`config.mk`:
```
export PLATFORM = sky130hd
export DESIGN_NAME = im2_col
export DESIGN_NICKNAME = d
export VERILOG_FILES = /design/src/rtl/im2col_pkg.sv /design/src/rtl/im2col_line_buf.sv /design/src/rtl/im2_col.sv
export SDC_FILE = /design/constraint.sdc
export NUM_CORES = 1
export LEC_CHECK = 0
export CAP_MARGIN = 30
export CORE_ASPECT_RATIO = 0.9
export CORE_MARGIN = 5
export CORE_UTILIZATION = 52
export CTS_CLUSTER_SIZE = 12
export DETAILED_ROUTE_END_ITERATION = 10
export PLACE_DENSITY = 0.72
export SLEW_MARGIN = 20
export SYNTH_ARGS = -nofsm -noshare
export SYNTH_HDL_FRONTEND = slang
export SYNTH_SLANG_ARGS = --single-unit
```
`constraint.sdc`:
```
create_clock -name iClk -period 1.8 [get_ports iClk]
set_input_delay 0.45 -clock iClk [delete_from_list [all_inputs] [get_ports iClk]]
set_output_delay 0.45 -clock iClk [all_outputs]
set_load 0.02 [all_outputs]
```
`src/rtl/im2col_pkg.sv`:
```
// Shared types and constants for the im2col patch extractor.
package im2col_pkg;

    // Default pixel width and kernel size.
    localparam int DATA_W_DFLT = 8;
    localparam int K           = 3;

    // Input pixel beat, MSB first: valid, sof, data.
    typedef struct packed {
        logic                          valid;
        logic                          sof;
        logic signed [DATA_W_DFLT-1:0] data;
    } tIm2ColIn;

    // Output column beat, MSB first: valid, last, 3x3 patch.
    // Element w[i][j] sits at col[DATA_W*(K*i+j) +: DATA_W].
    typedef struct packed {
        logic                           valid;
        logic                           last;
        logic [K*K*DATA_W_DFLT-1:0]     col;
    } tIm2ColOut;

endpackage

```
`src/rtl/im2col_line_buf.sv`:
```
// Fixed-depth delay line: returns the sample written DEPTH enables ago.
module im2col_line_buf #(
    parameter int DEPTH  = 8,
    parameter int DATA_W = 8
) (
    input  logic                     iClk,
    input  logic                     iRst,
    input  logic                     iEn,
    input  logic signed [DATA_W-1:0] iData,
    output logic signed [DATA_W-1:0] oData
);

    localparam int PW = (DEPTH > 1) ? $clog2(DEPTH) : 1;

    logic signed [DATA_W-1:0] mem [DEPTH];
    logic [PW-1:0]            ptr_q;
    logic [PW-1:0]            ptr_d;

    // Read-before-write: the slot about to be overwritten holds the oldest sample.
    assign oData = mem[ptr_q];

    // Circular pointer advance, wrapping at DEPTH-1.
    always_comb begin
        ptr_d = ptr_q;
        if (iEn) begin
            ptr_d = (ptr_q == PW'(DEPTH - 1)) ? '0 : ptr_q + 1'b1;
        end
    end

    // Pointer is the only control state; it alone takes reset.
    always_ff @(posedge iClk or negedge iRst) begin
        if (!iRst) begin
            ptr_q <= '0;
        end else begin
            ptr_q <= ptr_d;
        end
    end

    // Storage is data-only and never cleared.
    always_ff @(posedge iClk) begin
        if (iEn) begin
            mem[ptr_q] <= iData;
        end
    end

endmodule

```
`src/rtl/im2_col.sv`:
```
// Raster stream to 3x3 stride-1 unpadded patch columns.
module im2_col
    import im2col_pkg::*;
#(
    parameter int IMG_W  = 8,
    parameter int IMG_H  = 8,
    parameter int DATA_W = DATA_W_DFLT
) (
    input  logic      iClk,
    input  logic      iRst,
    input  tIm2ColIn  iData,
    output tIm2ColOut oData
);

    localparam int CW = $clog2(IMG_W);
    localparam int RW = $clog2(IMG_H);

    logic [CW-1:0] c_q, c_d, c_cur;
    logic [RW-1:0] r_q, r_d, r_cur;

    logic                     accept;
    logic                     emit;
    logic                     is_last;
    logic signed [DATA_W-1:0] pix;
    logic signed [DATA_W-1:0] row1_pix;   // same column, one row up
    logic signed [DATA_W-1:0] row2_pix;   // same column, two rows up

    logic signed [DATA_W-1:0] win_q [K][K];
    logic signed [DATA_W-1:0] win_d [K][K];
    logic [K*K*DATA_W-1:0]    col_d;

    tIm2ColOut out_q;

    assign accept = iData.valid;
    assign pix    = iData.data;
    assign oData  = out_q;

    im2col_line_buf #(.DEPTH(IMG_W), .DATA_W(DATA_W)) u_lb0 (
        .iClk  (iClk),
        .iRst  (iRst),
        .iEn   (accept),
        .iData (pix),
        .oData (row1_pix)
    );

    im2col_line_buf #(.DEPTH(IMG_W), .DATA_W(DATA_W)) u_lb1 (
        .iClk  (iClk),
        .iRst  (iRst),
        .iEn   (accept),
        .iData (row1_pix),
        .oData (row2_pix)
    );

    // Position of the current pixel (sof restarts at origin) and next position.
    always_comb begin
        c_cur = iData.sof ? '0 : c_q;
        r_cur = iData.sof ? '0 : r_q;
        c_d   = c_q;
        r_d   = r_q;
        if (accept) begin
            if (c_cur == CW'(IMG_W - 1)) begin
                c_d = '0;
                r_d = (r_cur == RW'(IMG_H - 1)) ? '0 : r_cur + 1'b1;
            end else begin
                c_d = c_cur + 1'b1;
                r_d = r_cur;
            end
        end
    end

    // Window emission only once two full rows and two columns precede the pixel;
    // this also hides any stale line-buffer data after a restart.
    assign emit    = accept && (r_cur >= RW'(2)) && (c_cur >= CW'(2));
    assign is_last = (r_cur == RW'(IMG_H - 1)) && (c_cur == CW'(IMG_W - 1));

    // Shift window left and load the new right-hand column (oldest row on top).
    always_comb begin
        for (int i = 0; i < K; i++) begin
            for (int j = 0; j < K; j++) begin
                win_d[i][j] = win_q[i][j];
            end
        end
        if (accept) begin
            for (int i = 0; i < K; i++) begin
                win_d[i][0] = win_q[i][1];
                win_d[i][1] = win_q[i][2];
            end
            win_d[0][2] = row2_pix;
            win_d[1][2] = row1_pix;
            win_d[2][2] = pix;
        end
    end

    // Flatten the post-shift window into the output column layout.
    always_comb begin
        col_d = '0;
        for (int i = 0; i < K; i++) begin
            for (int j = 0; j < K; j++) begin
                col_d[DATA_W*(K*i+j) +: DATA_W] = win_d[i][j];
            end
        end
    end

    // Counters, window and registered output; col holds when nothing is emitted.
    always_ff @(posedge iClk or negedge iRst) begin
        if (!iRst) begin
            c_q   <= '0;
            r_q   <= '0;
            out_q <= '0;
            for (int i = 0; i < K; i++) begin
                for (int j = 0; j < K; j++) begin
                    win_q[i][j] <= '0;
                end
            end
        end else begin
            c_q         <= c_d;
            r_q         <= r_d;
            win_q       <= win_d;
            out_q.valid <= emit;
            out_q.last  <= emit && is_last;
            if (emit) begin
                out_q.col <= col_d;
            end
        end
    end

endmodule

```
==> results.sh <==
export IMPL_outcome="finished, violations left"
export IMPL_violations="setup timing"
export IMPL_p_comb_share_pct=26.3
export IMPL_r2r_slack_ns=-0.09
export IMPL_reg2reg_depth=5
export IMPL_cts_tree="built"
export IMPL_rsz0062_at_grt="yes"
export IMPL_dieArea_sq_um=24300
export IMPL_drt_total_wl_um=24100
export IMPL_fin_crit_sh_pct=105
export IMPL_p_total_uw=19400
export IMPL_dieHeight_um=148
export IMPL_slew_violations=0
export IMPL_viasPerCell=5.45
export IMPL_cp_required_ns=2.03
export IMPL_grt_use_total_pct=19.3
export IMPL_fmax_mhz=530
export IMPL_critical_path_slowest_cell="mux4_2"
export IMPL_vias=6342
export IMPL_wire_per_inst_um=20.8
export IMPL_place_inst=1098
export IMPL_yosysTopAreaCell="dfrtp_1"
export IMPL_power_leakage_uw=0.00636
export IMPL_avgSynthCellArea_sq_um=16.5
export IMPL_synth_commonest_cells="dfrtp_1, edfxtp_1, mux2_2"
export IMPL_drt_iter0_drc=449
export IMPL_ys_flop_type="dfrtp_1"
export IMPL_synth_fp_nets=690
export IMPL_r2r_start="u_lb0.ptr_q[1]$_DFFE_PN0P_"
export IMPL_grt_max_degree=44
export IMPL_cts_sinks=286
export IMPL_min_to="u_lb1.ptr_q[1]$_DFFE_PN0P_"
export IMPL_ys_seq_area_share_pct=70.6
export IMPL_fillerInstances=1375
export IMPL_area_growth_synth_to_final_pct=28.8
export IMPL_num_antenna_cells=0
export IMPL_yosys_top_cells_area="dfrtp_1, edfxtp_1, mux2_2, mux4_2, mux2i_1"
export IMPL_critPathArrivalTime_ns=2.12
export IMPL_ant_nets=0
export IMPL_whs_path_depth=3
export IMPL_worst_slew_pin_slew_ns=0.439
export IMPL_min_from="iData[9]"
export IMPL_vdd_ir_drop_max_mv=0.911
export IMPL_power_switching_uw=5420
export IMPL_ios=86
export IMPL_netlist_area_sq_um=11000
export IMPL_die_w_um=164
export IMPL_first_global_vias=6803
export IMPL_place_gp_congestion=0.831
export IMPL_fin_nets=881
export IMPL_grt_pass1_wl_um=37000
export IMPL_p_clk_share_pct=28.3
export IMPL_antenna_found_initial=0
export IMPL_cp_num_buf_inv=3
export IMPL_fin_crit_ns=1.89
export IMPL_maxCapViolations=0
export IMPL_htreeDepth=1
export IMPL_cp_end_kind="register"
export IMPL_placement_rows=50
export IMPL_cp_max_fo=8
export IMPL_netlist_instances=668
export IMPL_maxSlewHeadroom_pct=70.8
export IMPL_fin_ws_ns=-0.0860
export IMPL_layoutNonFillerInstCount=1163
export IMPL_cts_root_buf="clkbuf_16"
export IMPL_finClkSkew_ns=0.00705
export IMPL_yosysTopAreaCellShare_pct=35.8
export IMPL_crit_family="multiplexers"
export IMPL_grt_overflow=0
export IMPL_p_int_uw=14000
export IMPL_r2r_end="u_lb1.mem[6][1]$_DFFE_PP_"
export IMPL_setup_violations_final=95
export IMPL_min_path_type="in -> reg"
export IMPL_yosys_cell_count_top_type="dfrtp_1"
export IMPL_drive_gt1_share_pct=35.9
export IMPL_dr_pass1_iters=4
export IMPL_synth_edff_count=128
export IMPL_switching_share_pct=27.9
export IMPL_critPathKind="reg -> reg"
export IMPL_yosys_warnings=0
export IMPL_yosysUniqueCellTypes=33
export IMPL_synthArstFlopShare_pct=55.2
export IMPL_hold_violations=0
export IMPL_clock_path_buffers=3
export IMPL_crit_path_max_incr_delay_ns=0.51
export IMPL_synth_seq_cells=286
export IMPL_clkTransAtPathRegs_ns=0.06
export IMPL_dp_hpwl_um=15300
export IMPL_cts_buffers=29
export IMPL_io_buffers=85
export IMPL_path_cells="buf_12 -> mux4_2 -> mux2i_2 -> buf_4 -> inv_1"
export IMPL_p_seq_share_pct=45.5
export IMPL_tns_ns=-3.91
export IMPL_initial_utilization_pct=53.0
export IMPL_design_core_area_sq_um=20800
export IMPL_start_kind="register"
export IMPL_cellPowerDensity_nw_per_um2=1370
export IMPL_clock_latency_ns=0.53
export IMPL_drc=0
==> worst reg2reg max path, cell delays in order, from the launching register on <==
cell	delay [ns]
dfrtp_2	0.42
buf_12	0.15
mux4_2	0.51
mux2i_2	0.22
buf_4	0.15
inv_1	0.14
==> cell type report <==
type                       count  area (sq um)  area share (%)
clock buffer                  47           855            6.01
tap                          286           358            2.52
clock inverter                 2          10.0          0.0704
multi-input combinational    330          3240            22.7
timing repair buffer         196          1900            13.4
inverter                      16          62.6           0.440
sequential                   286          7800            54.8
==> power groups by stage <==
stage	logic (uW)	registers [uW]	clock network, uW
2_1_floorplan	2750	8710	0
3_3_place_gp	4550	8870	0
3_5_place_dp	4740	8930	0
4_1_cts	4870	8830	5590
5_1_grt	5530	8950	5900
6_report	5100	8840	5490
==> routing by layer <==
metal	routed length [um]	track usage [%]
met5	0	0
met2	12400	34.0
met3	1440	4.35
met1	9780	24.4
met4	507	4.99
==> logic make-up after synthesis <==
kind of cell / count (synthesis) / share of synthesized area [%]
mux: 160 / 18.1
simple gates: 95 / 3.98
compound gates: 65 / 3.69
buf+inv: 52 / 2.54
flops: 286 / 70.6
fa+ha+maj: 10 / 1.13
==> through the flow <==
step | util (%) | worst slack (ns) | instance area (sq um) | hold slack [ns]
2_1_floorplan | - | -0.132 | 11100 | 0.154
3_3_place_gp | 61.9 | -0.594 | 12900 | 0.390
3_5_place_dp | 61.9 | -0.670 | 12900 | 0.404
4_1_cts | 66.2 | -0.0852 | 13800 | 0.370
5_1_grt | 68.3 | -0.138 | 14200 | 0.430
6_report | 68.3 | -0.0860 | 14200 | 0.385
==> layout by cell type, fill, tap and decap left out, types with 12 or more instances in the layout <==
cell type,instances
mux2i_1,18
nand2b_1,12
mux2_2,72
clkbuf_16,35
clkbuf_1,13
o21ai_0,14
buf_12,12
edfxtp_1,128
dfrtp_1,155
mux2_4,45
mux4_2,20
inv_1,14
dlygate4sd2_1,75
nand2_1,25
nor2_1,30
a21oi_1,25
buf_4,84
==> state kept, by name, summed over array words and instances (netlist names) <==
register,count
win_q,72
u_lb1.mem,64
r_q,3
u_lb0.ptr_q,3
u_lb1.ptr_q,3
c_q,3
u_lb0.mem,64
oData,74
==> worst max path at each step <==
stage,start,end,slack (ns),cells after the start
after floorplan,iData[9],u_lb0.mem[3][0]$_DFFE_PP_,-0.13,5
after global placement,iData[8],oData[56]$_DFFE_PN0P_,-0.59,6
after detailed placement,iData[8],oData[30]$_DFFE_PN0P_,-0.67,6
final,u_lb0.ptr_q[1]$_DFFE_PN0P_,u_lb1.mem[6][1]$_DFFE_PP_,-0.09,5
after CTS,c_q[1]$_DFFE_PN0P_,oData[8]$_DFFE_PN0P_,-0.09,5
after global routing,c_q[1]$_DFFE_PN0P_,oData[27]$_DFFE_PN0P_,-0.14,6
==> repair_timing <==
| item | in CTS | in global routing |
|---|---|---|
| resized for setup | 85 | 82 |
| cloned | 2 | 6 |
| hold buffers | 1 | 0 |
| setup buffers | 1 | 7 |
| endpoints found under the hold margin | 37 | 0 |
| pin swaps | 1 | 2 |
| setup endpoints to repair | 205 | 140 |
Power figures use the tool's default switching activity.
